$ cat config.mk
export PLATFORM = sky130hd
export DESIGN_NAME = intersection_phase_scheduler_flat
export DESIGN_NICKNAME = d
export VERILOG_FILES = /design/src/rtl/intersection_phase_scheduler_if.sv /design/src/rtl/intersection_phase_scheduler.sv /design/src/flat_wrapper.sv
export SDC_FILE = /design/constraint.sdc
export NUM_CORES = 1
export LEC_CHECK = 0
export BUFFER_PORTS_ARGS = -buffer_cell sky130_fd_sc_hd__buf_2
export CELL_PAD_IN_SITES_DETAIL_PLACEMENT = 0
export CELL_PAD_IN_SITES_GLOBAL_PLACEMENT = 1
export CORE_MARGIN = 2
export CORE_UTILIZATION = 42
export CTS_BUF_LIST = sky130_fd_sc_hd__clkbuf_8
export DETAILED_ROUTE_END_ITERATION = 12
export PLACE_DENSITY_LB_ADDON = 0.1
export SLEW_MARGIN = 20
export SYNTH_ARGS = -nofsm -noshare
export SYNTH_HDL_FRONTEND = slang
export SYNTH_SLANG_ARGS = --single-unit
$ cat constraint.sdc
create_clock -name clk -period 3.1 [get_ports clk]
set_input_delay 0.62 -clock clk [delete_from_list [all_inputs] [get_ports clk]]
set_output_delay 0.62 -clock clk [all_outputs]
set_load 0.05 [all_outputs]
$ cat src/rtl/intersection_phase_scheduler_if.sv
// Signal bundle between the intersection phase scheduler (slave) and the
// sensors/lamp drivers around it (master).
interface intersection_phase_scheduler_if;
    logic [3:0] sensor;
    logic       ped_req;
    logic       emergency;
    logic [1:0] emer_dir;
    logic [3:0] green;
    logic [3:0] yellow;
    logic       walk;
    logic [1:0] phase;
    logic [1:0] state;

    modport master (
        output sensor, ped_req, emergency, emer_dir,
        input  green, yellow, walk, phase, state
    );

    modport slave (
        input  sensor, ped_req, emergency, emer_dir,
        output green, yellow, walk, phase, state
    );
endinterface

$ cat src/rtl/intersection_phase_scheduler.sv
// Four-approach signal scheduler: round-robin green with gap-out/max-out, yellow and
// all-red clearance, a pedestrian walk phase and emergency preemption.
module intersection_phase_scheduler #(
    parameter int MIN_GREEN = 4,
    parameter int MAX_GREEN = 10,
    parameter int YELLOW_T  = 3,
    parameter int ALL_RED_T = 2,
    parameter int WALK_T    = 6,
    parameter int CNT_W     = 5
) (
    input logic                           clk,
    input logic                           rst,
    intersection_phase_scheduler_if.slave bus
);
    localparam logic [1:0] ST_ALL_RED = 2'd0;
    localparam logic [1:0] ST_GREEN   = 2'd1;
    localparam logic [1:0] ST_YELLOW  = 2'd2;
    localparam logic [1:0] ST_WALK    = 2'd3;

    localparam logic [CNT_W-1:0] CNT_MAX      = {CNT_W{1'b1}};
    localparam logic [CNT_W-1:0] MIN_GREEN_LAST = CNT_W'(MIN_GREEN - 1);
    localparam logic [CNT_W-1:0] MAX_GREEN_LAST = CNT_W'(MAX_GREEN - 1);
    localparam logic [CNT_W-1:0] YELLOW_LAST  = CNT_W'(YELLOW_T - 1);
    localparam logic [CNT_W-1:0] ALL_RED_LAST = CNT_W'(ALL_RED_T - 1);
    localparam logic [CNT_W-1:0] WALK_LAST    = CNT_W'(WALK_T - 1);

    logic [1:0]       state_q, state_d;
    logic [1:0]       phase_q, phase_d;
    logic [CNT_W-1:0] cnt_q, cnt_d;
    logic [3:0]       req_lat_q, req_lat_d;
    logic             ped_lat_q, ped_lat_d;

    logic [3:0] phase_onehot;
    logic       demand_other;
    logic       any_req;
    logic [1:0] rr_next;
    logic [1:0] rr_cand;

    assign phase_onehot = 4'b0001 << phase_q;
    assign demand_other = ped_lat_q | (|(req_lat_q & ~phase_onehot));
    assign any_req      = |req_lat_q;

    // Scan from phase+4 (i.e. phase itself) down to phase+1 so the nearest
    // successor of the last served approach ends up winning.
    always_comb begin
        rr_next = phase_q;
        rr_cand = phase_q;
        for (int k = 4; k >= 1; k--) begin
            rr_cand = phase_q + 2'(k);
            if (req_lat_q[rr_cand]) rr_next = rr_cand;
        end
    end

    always_comb begin
        // NOTE: every combinational output gets a default first so no path infers a latch.
        state_d = state_q;
        phase_d = phase_q;
        case (state_q)
            ST_ALL_RED: begin
                if (cnt_q >= ALL_RED_LAST) begin
                    if (bus.emergency) begin
                        state_d = ST_GREEN;
                        phase_d = bus.emer_dir;
                    end else if (ped_lat_q) begin
                        state_d = ST_WALK;
                    end else if (any_req) begin
                        state_d = ST_GREEN;
                        phase_d = rr_next;
                    end
                end
            end
            ST_GREEN: begin
                if (bus.emergency) begin
                    if (bus.emer_dir != phase_q) state_d = ST_YELLOW;
                end else if (demand_other &&
                             ((cnt_q >= MIN_GREEN_LAST && !bus.sensor[phase_q]) ||
                              cnt_q >= MAX_GREEN_LAST)) begin
                    state_d = ST_YELLOW;
                end
            end
            ST_YELLOW: begin
                if (cnt_q >= YELLOW_LAST) state_d = ST_ALL_RED;
            end
            default: begin
                if (bus.emergency || cnt_q >= WALK_LAST) state_d = ST_ALL_RED;
            end
        endcase
    end

    always_comb begin
        cnt_d = (cnt_q == CNT_MAX) ? cnt_q : cnt_q + 1'b1;
        if (state_d != state_q) cnt_d = '0;
    end

    // Clears are applied after the sets so a coincident request is absorbed by the service.
    always_comb begin
        req_lat_d = req_lat_q | bus.sensor;
        ped_lat_d = ped_lat_q | bus.ped_req;
        if (state_d == ST_GREEN && state_q != ST_GREEN) req_lat_d[phase_d] = 1'b0;
        if (state_d == ST_WALK && state_q != ST_WALK) ped_lat_d = 1'b0;
    end

    // NOTE: state registers use non-blocking assignments so all of them update together.
    always_ff @(posedge clk or negedge rst) begin
        if (!rst) begin
            state_q   <= ST_ALL_RED;
            phase_q   <= 2'd3;
            cnt_q     <= '0;
            req_lat_q <= '0;
            ped_lat_q <= 1'b0;
        end else begin
            state_q   <= state_d;
            phase_q   <= phase_d;
            cnt_q     <= cnt_d;
            req_lat_q <= req_lat_d;
            ped_lat_q <= ped_lat_d;
        end
    end

    assign bus.green  = (state_q == ST_GREEN)  ? phase_onehot : 4'b0000;
    assign bus.yellow = (state_q == ST_YELLOW) ? phase_onehot : 4'b0000;
    assign bus.walk   = (state_q == ST_WALK);
    assign bus.phase  = phase_q;
    assign bus.state  = state_q;
endmodule
$ cat src/flat_wrapper.sv
// flat-port wrapper written by rule: the top's interface ports become plain ports
module intersection_phase_scheduler_flat 
#(
    parameter int MIN_GREEN = 4,
    parameter int MAX_GREEN = 10,
    parameter int YELLOW_T  = 3,
    parameter int ALL_RED_T = 2,
    parameter int WALK_T    = 6,
    parameter int CNT_W     = 5
)
  (clk, rst, bus_sensor, bus_ped_req, bus_emergency, bus_emer_dir, bus_green, bus_yellow, bus_walk, bus_phase, bus_state);
  intersection_phase_scheduler_if bus_i ();
  input logic clk;
  input logic rst;
  input wire logic [$bits(bus_i.sensor)-1:0] bus_sensor;
  input wire logic [$bits(bus_i.ped_req)-1:0] bus_ped_req;
  input wire logic [$bits(bus_i.emergency)-1:0] bus_emergency;
  input wire logic [$bits(bus_i.emer_dir)-1:0] bus_emer_dir;
  output wire logic [$bits(bus_i.green)-1:0] bus_green;
  output wire logic [$bits(bus_i.yellow)-1:0] bus_yellow;
  output wire logic [$bits(bus_i.walk)-1:0] bus_walk;
  output wire logic [$bits(bus_i.phase)-1:0] bus_phase;
  output wire logic [$bits(bus_i.state)-1:0] bus_state;
  assign bus_i.sensor = bus_sensor;
  assign bus_i.ped_req = bus_ped_req;
  assign bus_i.emergency = bus_emergency;
  assign bus_i.emer_dir = bus_emer_dir;
  assign bus_green = bus_i.green;
  assign bus_yellow = bus_i.yellow;
  assign bus_walk = bus_i.walk;
  assign bus_phase = bus_i.phase;
  assign bus_state = bus_i.state;
  intersection_phase_scheduler #(.MIN_GREEN(MIN_GREEN), .MAX_GREEN(MAX_GREEN), .YELLOW_T(YELLOW_T), .ALL_RED_T(ALL_RED_T), .WALK_T(WALK_T), .CNT_W(CNT_W)) u_core (.clk(clk), .rst(rst), .bus(bus_i));
endmodule
; Yosys cells after proc, flatten, opt, wreduce, memory -nomap -nowiden
; Index checks and enable logic that the tools add are counted.
[classes]
reduce_logical = 11
shift = 1
eq_ne = 11
n_lt_le_gt_ge = 11
n_mux = 34
addsub = 4
bitwise_logic = 7
[op_table]
columns = operator, n
row1 = 2-bit 2-to-1 mux, 17
row2 = 2-bit by 3-bit less-than comparator with 1-bit output (second input constant), 5
row3 = 4-bit 2-to-1 mux, 3
row4 = 5-bit by 2-bit greater-or-equal comparator with 1-bit output (second input constant), 2
row5 = 5-bit 2-to-1 mux, 2
row6 = 4-bit AND, 2
row7 = 1-bit binary-select mux with 2-bit select, 4
row8 = 4-bit NOT, 2
row9 = 4-bit OR reduction, 2
row10 = 2-bit == test (second input constant), 3
row11 = 1-bit 2-to-1 mux, 6
row12 = 2-bit case mux with 3 select lines, 1
row13 = 5-bit by 1-bit adder with 5-bit output (second input constant), 1
row14 = 5-bit == test (second input constant), 1
row15 = 5-bit by 1-bit greater-or-equal comparator with 1-bit output (second input constant), 1
row16 = 5-bit by 3-bit greater-or-equal comparator with 1-bit output (second input constant), 1
row17 = 5-bit by 4-bit greater-or-equal comparator with 1-bit output (second input constant), 1
row18 = 1-bit logical AND, 5
row19 = 2-bit adder (second input constant), 2
row20 = 2-bit by 1-bit == test with 1-bit output (second input constant), 2
row21 = 2-bit inequality test, 2
row22 = 2-bit inequality test (second input constant), 2
row23 = 4-bit OR, 1
row24 = 1-bit by 2-bit left shift with 4-bit output (first input constant), 1
row25 = other kinds (8), 10
[totals]
input_bits = 10
out_inout_bits = 13
ff_bits = 14

; Logic depth before layout (Yosys ltp)
; Gate-level depths: netlist of the first run.
[logic_depth]
ltp_word = 18
ltp_mapped = 11

; Least setup slack after synthesis of the first run
; Ideal clock, no wire load.
[synth_timing]
path_type = register -> register
startpoint = register u_core.phase_q[0] (netlist: u_core.bus.phase[0])
endpoint = register u_core.req_lat_q[2]
n_path_buf = 3
stages_incl_launch_ff = 11
path_slack_ns = 0.367
arrival_time_ns = 2.612
period_less_slack_ns = 2.733
cell_sequence = dfstp_2 -> buf_6 -> buf_2 -> inv_1 -> ha_1 -> clkbuf_1 -> a21oi_1 -> o32ai_1 -> a2111oi_2 -> o21ai_0 -> o22a_1
[synth_via]
elab_chain_cells = 18
word_cells_on_any_way = 43
classes_between = add/sub (3) / order compare (2) / eq/ne (2) / shift (1) / mux (23) / bitwise (5) / reduce/logical (7)
[synth_lines]
columns = element, line
row1 = from (decl), intersection_phase_scheduler.sv:28  ; logic [1:0] phase_q, phase_d;
row2 = from (signal assigned), intersection_phase_scheduler.sv:113  ; phase_q <= phase_d;
row3 = 2-bit adder, intersection_phase_scheduler.sv:49  ; rr_cand = phase_q + 2'(k);
row4 = 1-bit binary-select mux with 2-bit select, intersection_phase_scheduler.sv:50  ; if (req_lat_q[rr_cand]) rr_next = rr_cand;
row5 = 1-bit 2-to-1 mux (not written as such), intersection_phase_scheduler.sv:50
row6 = 2-bit 2-to-1 mux (3 in a row), intersection_phase_scheduler.sv:50
row7 = 2-bit 2-to-1 mux, intersection_phase_scheduler.sv:66  ; end else if (any_req) begin
row8 = 2-bit 2-to-1 mux, intersection_phase_scheduler.sv:64  ; end else if (ped_lat_q) begin
row9 = 2-bit 2-to-1 mux, intersection_phase_scheduler.sv:61  ; if (bus.emergency) begin
row10 = 2-bit 2-to-1 mux, intersection_phase_scheduler.sv:60  ; if (cnt_q >= ALL_RED_LAST) begin
row11 = 2-bit 2-to-1 mux, intersection_phase_scheduler.sv:58  ; case (state_q)
row12 = 2-bit by 3-bit less-than comparator with 1-bit output (not written as such) / 2-bit by 1-bit greater-or-equal comparator with 1-bit output (equally long branches), intersection_phase_scheduler.sv:99  ; if (state_d == ST_GREEN && state_q != ST_GREEN) req_lat_d[phase_d] = 1'b0;
row13 = 1-bit logical AND (not written as such), intersection_phase_scheduler.sv:99
row14 = 1-bit 2-to-1 mux (not written as such), intersection_phase_scheduler.sv:99
row15 = 1-bit demux with 2-bit select, --
row16 = 4-bit NOT (no line), --
row17 = 4-bit AND (no line), --
row18 = 4-bit 2-to-1 mux *, intersection_phase_scheduler.sv:99
row19 = net u_core.req_lat_d[2], intersection_phase_scheduler.sv:30  ; logic [3:0] req_lat_q, req_lat_d;
row20 = to (signal assigned), intersection_phase_scheduler.sv:115  ; req_lat_q <= req_lat_d;
row21 = to (decl), intersection_phase_scheduler.sv:30
; Mark *: on every way through the listed nets, which the timed path passes. The rest lies on a longest branch. The select of a mux whose other input is x is not followed.
; A chain may end at the register's enable or synchronous reset.

; Worst setup path after layout of the first run
[layout_timing]
startpoint = register u_core.phase_q[0] (netlist: u_core.bus.phase[0])
endpoint = register u_core.req_lat_q[3]
; Same word-level chain as after synthesis.

==> results of run 1 <==
==> synthesized netlist by cell type (2+ instances only) <==
cell type,instances
a21oi_1,11
inv_1,13
mux2i_1,3
clkbuf_1,5
o211ai_1,2
and2_1,10
a2111oi_0,2
xnor2_1,4
nand2_1,5
buf_2,2
nor3_1,7
dfrtp_1,12
o311ai_1,2
o22ai_1,3
ha_1,8
nor2_1,11
o21ai_0,4
mux4_2,2
nor2b_1,5
a211oi_1,2
nand4b_1,2
dfstp_2,2
nand3_1,3
nor4_1,2
and3_1,2
nand2b_1,3
==> cell type report <==
class	instances	area, µm²
inverter	13	48.8
clock buffer	4	55.1
tap	31	38.8
multi-input combinational	112	797
sequential	14	353
fill	298	1370
timing repair buffer	23	118
==> power groups by stage <==
stage	Combinational [mW]	Sequential, mW	Clock, mW
floorplan	0.703	0.435	0
global placement	0.920	0.412	0
detailed placement	0.931	0.417	0
CTS	0.933	0.414	0.179
global route	1.03	0.436	0.190
finish	0.927	0.417	0.176
==> registers in the layout, indices dropped and copies added (netlist names) <==
name and cells:
u_core.bus.state 2, u_core.bus.phase 2, u_core.req_lat_q 4, u_core.cnt_q 5
u_core.ped_lat_q 1
==> through the flow <==
step | instance area (µm²) | utilization, %
2_1_floorplan | 1240 | -
3_3_place_gp | 1360 | 48.7
3_5_place_dp | 1360 | 48.7
4_1_cts | 1410 | 50.7
5_1_grt | 1410 | 50.7
6_report | 1410 | 50.7
==> cells by family after synthesis <==
family	after synthesis	share of synthesized area [%]
AO/OA/AOI/OAI	38	21.5
XOR/XNOR	5	3.54
adder cells (fa/ha/maj)	8	8.08
buffers and inverters	21	7.17
flip-flops	14	28.5
multiplexers	6	6.97
AND/OR/NAND/NOR	55	24.2
==> worst register-to-register path, cell delays in order (launching register included) <==
cell      delay (ns)
dfstp_2         0.74
inv_1           0.14
ha_1            0.45
nand4b_1        0.13
o22ai_1         0.22
nor3_1          0.07
o41ai_1         0.55
a21oi_1         0.16
==> worst paths after layout <==
check                                     from                  end  slack [ns]  cells past startpoint
max reg2reg                u_core.bus.phase[0]  u_core.req_lat_q[3]        0.50                      7
min reg2reg                u_core.req_lat_q[2]  u_core.req_lat_q[2]        0.66                      1
min in group clk                 bus_sensor[2]  u_core.req_lat_q[2]        0.63                      2
max                        u_core.bus.phase[0]  u_core.req_lat_q[3]        0.50                      7
max in group asynchronous                  rst  u_core.bus.phase[0]        2.55                      1
min                                        rst      u_core.cnt_q[0]        0.26                      1
==> layer usage <==
metal / wire length, µm / up-vias
met3: 114 / 2
li1: - / 575
met5: 0 / -
met1: 1450 / 549
met2: 1360 / 21
met4: 21 / 0
==> reports/qor.yml, run 1 <==
status: "finished, final reports clean"
synth_top_area_share_pct: 24.2
cts_sinks: 14
critPathArrivalTime_ns: 2.70
clk_pin_slew_ns: 0.06
maxCapViolCount: 0
fin_crit_sh_pct: 83.8
switching_share_pct: 53.5
root_buffer: "clkbuf_8"
initial_core_util_pct: 44.5
comb_power_share_pct: 61.0
cts-resized-gates: 0
vias: 1147
antenna_found_initial: 0
max_freq_ghz: 0.385
netlist_area_mm2: 0.00124
peakVddDrop_mv: 0.625
core_mm2: 0.00278
required_ns: 3.20
crit_buf_inv: 1
cts_buffers: 3
dpl.cell_count: 193
die_y_um: 58.3
fin_skew_ns: 0.00181
gr-usage-met3_pct: 3.08
min_path_type: "input port to async pin"
dp_hpwl_um: 2350
switching_power_mw: 0.813
synthFlopType: "dfrtp_1"
path_max_fanout: 17
dp_slack_ns: 0.551
path_delay_family: "compound AO/OA/AOI/OAI gates"
rows: 19
synthDistinctLibCells: 46
gp_congestion: 0.822
p_clk_share_pct: 11.6
netlist_instances: 147
drive_gt1_share_pct: 20.5
synth_seq_cells: 14
use_met2_pct: 30.0
synth_edf_count: 0
drv_slew: 0
setup_ws_ns: 0.502
antenna_cells: 0
synthesis.nets: 165
internal_power_mw: 0.707
yosysWarningCount: 0
p_leak_nw: 0.643
crit_type: "flip-flop to flip-flop"
die_x_um: 58.3
ant_nets: 0
mostFrequentLayoutCells: "buf_2 (22), inv_1 (13), dfrtp_1 (12), nor2_1 (11), a21oi_1 (11)"
wl_per_cell_um: 15.0
clock_latency_ns: 0.24
setup_tns_ns: 0
tightest_slew_ns: 0.737
htreeDepth: 1
viasPerCell: 5.82
maxSlewHeadroom_pct: 50.5
pin_count: 23
async_flop_share_pct: 100
areaGrowthSynthToFinish_pct: 13.8
drc: 0
finalWirelength_um: 2950
powerDensity_mw_per_mm2: 1080
final_common_cell: "buf_2"
grt_max_degree: 18
power_mw: 1.52
track_usage_pct: 19.3
crit_chain: "inv_1, ha_1, nand4b_1, o22ai_1, nor3_1, o41ai_1, a21oi_1"
dieArea_mm2: 0.00340
cts_buffer_depth: 2
worst_hold_slack_ns: 0.264
met1_usage_pct: 27.1
cts_tree: "yes"
seqPwrFrac_pct: 27.4
busiest_layer: "met2"
post-cts-setup-buffers: 0
fin_nets: 185
firstDrtPassIters: 4
synth_area_leaders: "dfrtp_1 (24%), ha_1 (8.1%), and2_1 (5.1%)"
synth_top_area_cell: "dfrtp_1"
slowest_delay_ns: 0.74
grt_pass1_wl_um: 5060
ys_seq_area_share_pct: 28.5
overflow: 0
finalSetupViolCount: 0
cp-start-kind: "flip-flop"
syn_area_per_cell_um2: 8.43
ctsHoldBuffers: 0
fin_crit_ns: 2.60
hold_viol: 0
fin_cells: 197
drtIter0Drc: 28
worstSetupEndpointType: "flip-flop"
grt_pass1_vias: 1069
rsz0062_at_grt: "no"
io_buffer_count: 22
crit_slowest_cell: "dfstp_2"
No activity file was read; power rests on OpenSTA's default activity.
==> run 2: changes to the inputs <==
--- a/config.mk
+++ b/config.mk
@@ -9,7 +9,7 @@
 export CELL_PAD_IN_SITES_DETAIL_PLACEMENT = 0
 export CELL_PAD_IN_SITES_GLOBAL_PLACEMENT = 1
 export CORE_MARGIN = 2
-export CORE_UTILIZATION = 42
+export CORE_UTILIZATION = 38
 export CTS_BUF_LIST = sky130_fd_sc_hd__clkbuf_8
 export DETAILED_ROUTE_END_ITERATION = 12
 export PLACE_DENSITY_LB_ADDON = 0.1
==> constraint.sdc (replaced) <==
create_clock -name clk -period 2.3 [get_ports clk]
set_input_delay 0.46 -clock clk [delete_from_list [all_inputs] [get_ports clk]]
set_output_delay 0.46 -clock clk [all_outputs]
set_load 0.05 [all_outputs]
==> reports/qor.yml, run 2 (synthesis gave the netlist of run 1 again) <==
status: "finished, final reports clean"
hold_viol: 0  # unchanged
cts_buffer_depth: 2  # unchanged
antenna_found_initial: 0  # unchanged
ant_nets: 0  # unchanged
finalWirelength_um: 3170  # +7.6%
cts_sinks: 14  # unchanged
critPathArrivalTime_ns: 1.72  # -0.98 ns
drv_slew: 0  # unchanged
fin_crit_ns: 2.18
finalSetupViolCount: 0  # unchanged
clock_latency_ns: 0.25  # about the same
wl_per_cell_um: 14.7  # -1.9%
fin_skew_ns: 0.00466  # +0.00285 ns
maxCapViolCount: 0  # unchanged
io_buffer_count: 22  # unchanged
drive_gt1_share_pct: 25.6  # +5.1 points
dp_hpwl_um: 2420  # +3.1%
die_x_um: 61.1  # +4.8%
rsz0062_at_grt: "no"
rows: 20  # +1
multi_input_comb_area_um2: 828  # +3.9%
pin_count: 23  # unchanged
fin_nets: 191  # +3.2%
top_register: "u_core.cnt_q"
core_mm2: 0.00308  # +11%
viasPerCell: 5.53  # -5.1%
worst_hold_slack_ns: 0.107  # -0.157 ns
top_regs: "u_core.cnt_q x5, u_core.req_lat_q x4"
p_leak_nw: 0.679  # +5.7%
powerDensity_mw_per_mm2: 1470  # +36%
peakVddDrop_mv: 0.574  # -8.1%
clk_pin_slew_ns: 0.06  # about the same
required_ns: 1.84  # -1.36 ns
min_path_type: "input port to async pin"
crit_type: "flip-flop to output pin"
grt_max_degree: 15  # -3
path_max_fanout: 13  # -4
largest_reg_flops: 5  # unchanged
drc: 0  # unchanged
areaGrowthSynthToFinish_pct: 21.0
overflow: 0  # unchanged
regArea_um2: 357  # +1.1%
firstDrtPassIters: 4  # unchanged
antenna_cells: 0  # unchanged
drtIter0Drc: 53  # +89%
vias: 1194  # +4.1%
fillers: 327  # +9.7%
mostFrequentLayoutCells: "buf_2 (22), inv_1 (13), dfrtp_1 (12), nor2_1 (11)"
dieArea_mm2: 0.00373  # +9.8%
die_y_um: 61.1  # +4.8%
htreeDepth: 1  # unchanged
cts_tree: "yes"
root_buffer: "clkbuf_8"
track_usage_pct: 19.5  # +0.25 points
gp_congestion: 0.851  # +3.6%
ctsHoldBuffers: 0  # unchanged
final_common_cell: "buf_2"
cts_buffers: 3  # unchanged
max_freq_ghz: 0.459
worstSetupEndpointType: "output pin"
grt_pass1_wl_um: 5310  # +4.8%
cp-start-kind: "flip-flop"
fin_crit_sh_pct: 94.7
tightest_slew_ns: 0.572  # -0.165 ns
initial_core_util_pct: 40.2  # -4.3 points
final_core_util_pct: 48.7  # -2.0 points
grt_pass1_vias: 1113  # +4.1%
maxSlewHeadroom_pct: 60.9  # +10 points
run 2: cell type report:
| type | count | area share, % |
|---|---|---|
| clock inverter | 1 | 0.250 |
| clock buffer | 3 | 2.75 |
| multi-input combinational | 112 | 55.3 |
| timing repair buffer | 29 | 10.9 |
| inverter | 13 | 3.42 |
| tap | 44 | 3.67 |
| sequential | 14 | 23.8 |
run 2: final timing paths:
check | start | end | slack, ns | cells after the start
max in group asynchronous | rst | u_core.bus.phase[1] | 1.90 | 1
setup / recovery | u_core.bus.phase[0] | bus_yellow[1] | 0.12 | 4
hold reg to reg | u_core.cnt_q[4] | u_core.cnt_q[4] | 0.64 | 2
min in group clk | bus_sensor[2] | u_core.req_lat_q[2] | 0.46 | 2
hold / removal | rst | u_core.cnt_q[4] | 0.11 | 1
setup reg to reg | u_core.bus.phase[1] | u_core.req_lat_q[2] | 0.14 | 7
run 2: timing repair:
item | CTS | global route
setup buffers | 0 | 0
gates resized for setup | 0 | 1
endpoints found under the setup margin | 0 | 2
run 2: worst max-delay path: stages (launching register included):
cell and delay (ns):
dfstp_2 0.61, buf_4 0.24, ha_1 0.23, and2_1 0.14
buf_2 0.25
run 2: stage by stage:
stage / total power, mW / cell area [µm²] / instances / worst slack, ns / setup TNS (ns)
2_1_floorplan: 1.64 / 1290 / 147 / -0.109 / -0.196
3_3_place_gp: 1.96 / 1450 / 212 / 0.0865 / 0
3_5_place_dp: 1.98 / 1450 / 212 / 0.110 / 0
4_1_cts: 2.20 / 1490 / 216 / 0.100 / 0
5_1_grt: 2.39 / 1500 / 216 / 0.0351 / 0
6_report: 2.20 / 1500 / 216 / 0.122 / 0
run 2: where the power goes:
| part | internal (mW) | switching (mW) | leakage, nW |
|---|---|---|---|
| sequential | 0.356 | 0.171 | 0.159 |
| combinational | 0.562 | 0.900 | 0.493 |
| clock | 0.118 | 0.0922 | 0.0269 |
run 2: routing by layer:
layer  vias to the layer above  track usage, %  part of all wire [%]  wire length, µm
li1                        585               -                     -                -
met1                       562            28.2                    46             1470
met2                        41            29.0                    46             1470
met3                         6            2.94                   5.8              185
met4                         0            8.39                   1.5               48
met5                         -               0                     0                0
==> run 3: changes to the inputs <==
--- a/config.mk
+++ b/config.mk
@@ -12,7 +12,9 @@
 export CORE_UTILIZATION = 38
 export CTS_BUF_LIST = sky130_fd_sc_hd__clkbuf_8
 export DETAILED_ROUTE_END_ITERATION = 12
+export HOLD_SLACK_MARGIN = 0.12
 export PLACE_DENSITY_LB_ADDON = 0.1
+export REMOVE_ABC_BUFFERS = 1
 export SLEW_MARGIN = 20
 export SYNTH_ARGS = -nofsm -noshare
 export SYNTH_HDL_FRONTEND = slang
==> reports/qor.yml, run 3 (synthesis gave the netlist of run 1 again) <==
overflow: 0  # unchanged
htreeDepth: 1  # unchanged
die_x_um: 61.1  # unchanged
gr-usage-met3_pct: 2.94  # unchanged
root_buffer: "clkbuf_8"
initial_core_util_pct: 40.2  # unchanged
post-cts-setup-buffers: 0  # unchanged
ant_nets: 0  # unchanged
grt_pass1_wl_um: 5040  # -5.0%
top_register: "u_core.cnt_q"
cts_sinks: 14  # unchanged
clk_pin_slew_ns: 0.06  # about the same
tightest_slew_ns: 0.546  # -0.0264 ns
peakVddDrop_mv: 0.665  # +16%
cts_buffers: 3  # unchanged
setup_ws_ns: 0.166  # +0.0440 ns
die_y_um: 61.1  # unchanged
p_leak_nw: 0.689  # +1.5%
worstSetupEndpointType: "flip-flop"
finalSetupViolCount: 0  # unchanged
pin_count: 23  # unchanged
place_area_mm2: 0.00143  # -1.0%
cp-start-kind: "flip-flop"
crit_slowest_cell: "dfstp_2"
powerDensity_mw_per_mm2: 1460  # -0.49%
path_max_fanout: 15  # +2
power_mw: 2.20  # about the same
min_path_type: "input port to flip-flop"
dp_hpwl_um: 2380  # -1.5%
wl_per_cell_um: 13.9  # -5.1%
final_common_cell: "buf_2"
fin_crit_ns: 2.13  # -0.0440 ns
drive_gt1_share_pct: 25.1  # -0.44 points
firstDrtPassIters: 4  # unchanged
rsz0062_at_grt: "no"
mostFrequentLayoutCells: "buf_2 (22), inv_1 (13), dfrtp_1 (12), nor2_1 (11), a21oi_1 (11)"
drtIter0Drc: 47  # -11%
largest_reg_flops: 5  # unchanged
drv_slew: 0  # unchanged
cts_tree: "yes"
dieArea_mm2: 0.00373  # unchanged
io_buffer_count: 22  # unchanged
worst_hold_slack_ns: 0.468  # +0.361 ns
crit_type: "flip-flop to flip-flop"
hold_viol: 0  # unchanged
vias: 1181  # -1.1%
path_delay_family: "compound AO/OA/AOI/OAI gates"
maxSlewHeadroom_pct: 62.7  # +1.8 points
fin_skew_ns: 0.00706  # +0.00240 ns
track_usage_pct: 18.1  # -1.4 points
max_freq_ghz: 0.468  # +2.1%
finalWirelength_um: 3050  # -3.8%
top_regs: "u_core.cnt_q x5, u_core.req_lat_q x4"
viasPerCell: 5.39  # -2.4%
drc: 0  # unchanged
fillers: 307  # -6.1%
cts_buffer_depth: 2  # unchanged
use_met2_pct: 28.3  # -0.76 points
critPathArrivalTime_ns: 2.26  # +0.54 ns
maxCapViolCount: 0  # unchanged
antenna_found_initial: 0  # unchanged
met1_usage_pct: 25.6  # -2.6 points
dp_slack_ns: 0.144  # +0.0338 ns
fin_nets: 194  # +1.6%
grt_max_degree: 16  # +1
antenna_cells: 0  # unchanged
final_core_util_pct: 48.9  # +0.24 points
grt_pass1_vias: 1108  # -0.45%
crit_buf_inv: 1  # -1
rows: 20  # unchanged
areaGrowthSynthToFinish_pct: 21.6
fin_cells: 219  # +1.4%
required_ns: 2.43  # +0.59 ns
clock_latency_ns: 0.25  # about the same
dpl.cell_count: 214  # +0.94%
gp_congestion: 0.856  # +0.51%
setup_tns_ns: 0  # unchanged
crit_chain: "buf_4, mux2i_2, o32ai_1, a2111oi_2, o21ai_0, o22a_1"
core_mm2: 0.00308  # unchanged
status: "finished, final reports clean"
busiest_layer: "met2"
final_cell_area_mm2: 0.00151  # +0.50%
fin_crit_sh_pct: 92.8  # -1.9 points
slowest_delay_ns: 0.55  # -0.06 ns
[run 3: layout make-up]
class	instances	area (µm²)	area share, %
multi-input combinational	112	807	53.6
sequential	14	353	23.4
timing repair buffer	32	188	12.5
clock buffer	4	55.1	3.65
tap	44	55.1	3.65
inverter	13	48.8	3.24
[run 3: layer usage]
| metal | wire (µm) | vias up |
|---|---|---|
| met5 | 0 | - |
| met4 | 15 | 0 |
| met3 | 162 | 2 |
| met2 | 1390 | 39 |
| met1 | 1480 | 548 |
| li1 | - | 592 |
[run 3: final timing paths]
kind	from	to	slack, ns	depth (start not counted)
worst max-delay path	u_core.bus.phase[0]	u_core.req_lat_q[2]	0.17	6
worst min-delay path	bus_sensor[2]	u_core.req_lat_q[2]	0.47	2
worst max register to register	u_core.bus.phase[0]	u_core.req_lat_q[2]	0.17	6
worst min register to register	u_core.req_lat_q[2]	u_core.req_lat_q[2]	0.64	1
max in group asynchronous	rst	u_core.bus.phase[0]	1.37	2
min in group asynchronous	rst	u_core.cnt_q[0]	0.63	2
[run 3: what timing repair did]
| action | 4_1_cts | 5_1_grt |
|---|---|---|
| hold buffers | 1 | 0 |
| resized for setup | 0 | 2 |
| setup endpoints to repair | 0 | 2 |
| endpoints found under the hold margin | 12 | 0 |
[run 3: power breakdown]
part | total, mW | internal (mW) | switching, mW | leakage (nW)
combinational | 1.45 | 0.564 | 0.885 | 0.501
sequential | 0.510 | 0.351 | 0.159 | 0.159
clock | 0.240 | 0.151 | 0.0883 | 0.0288
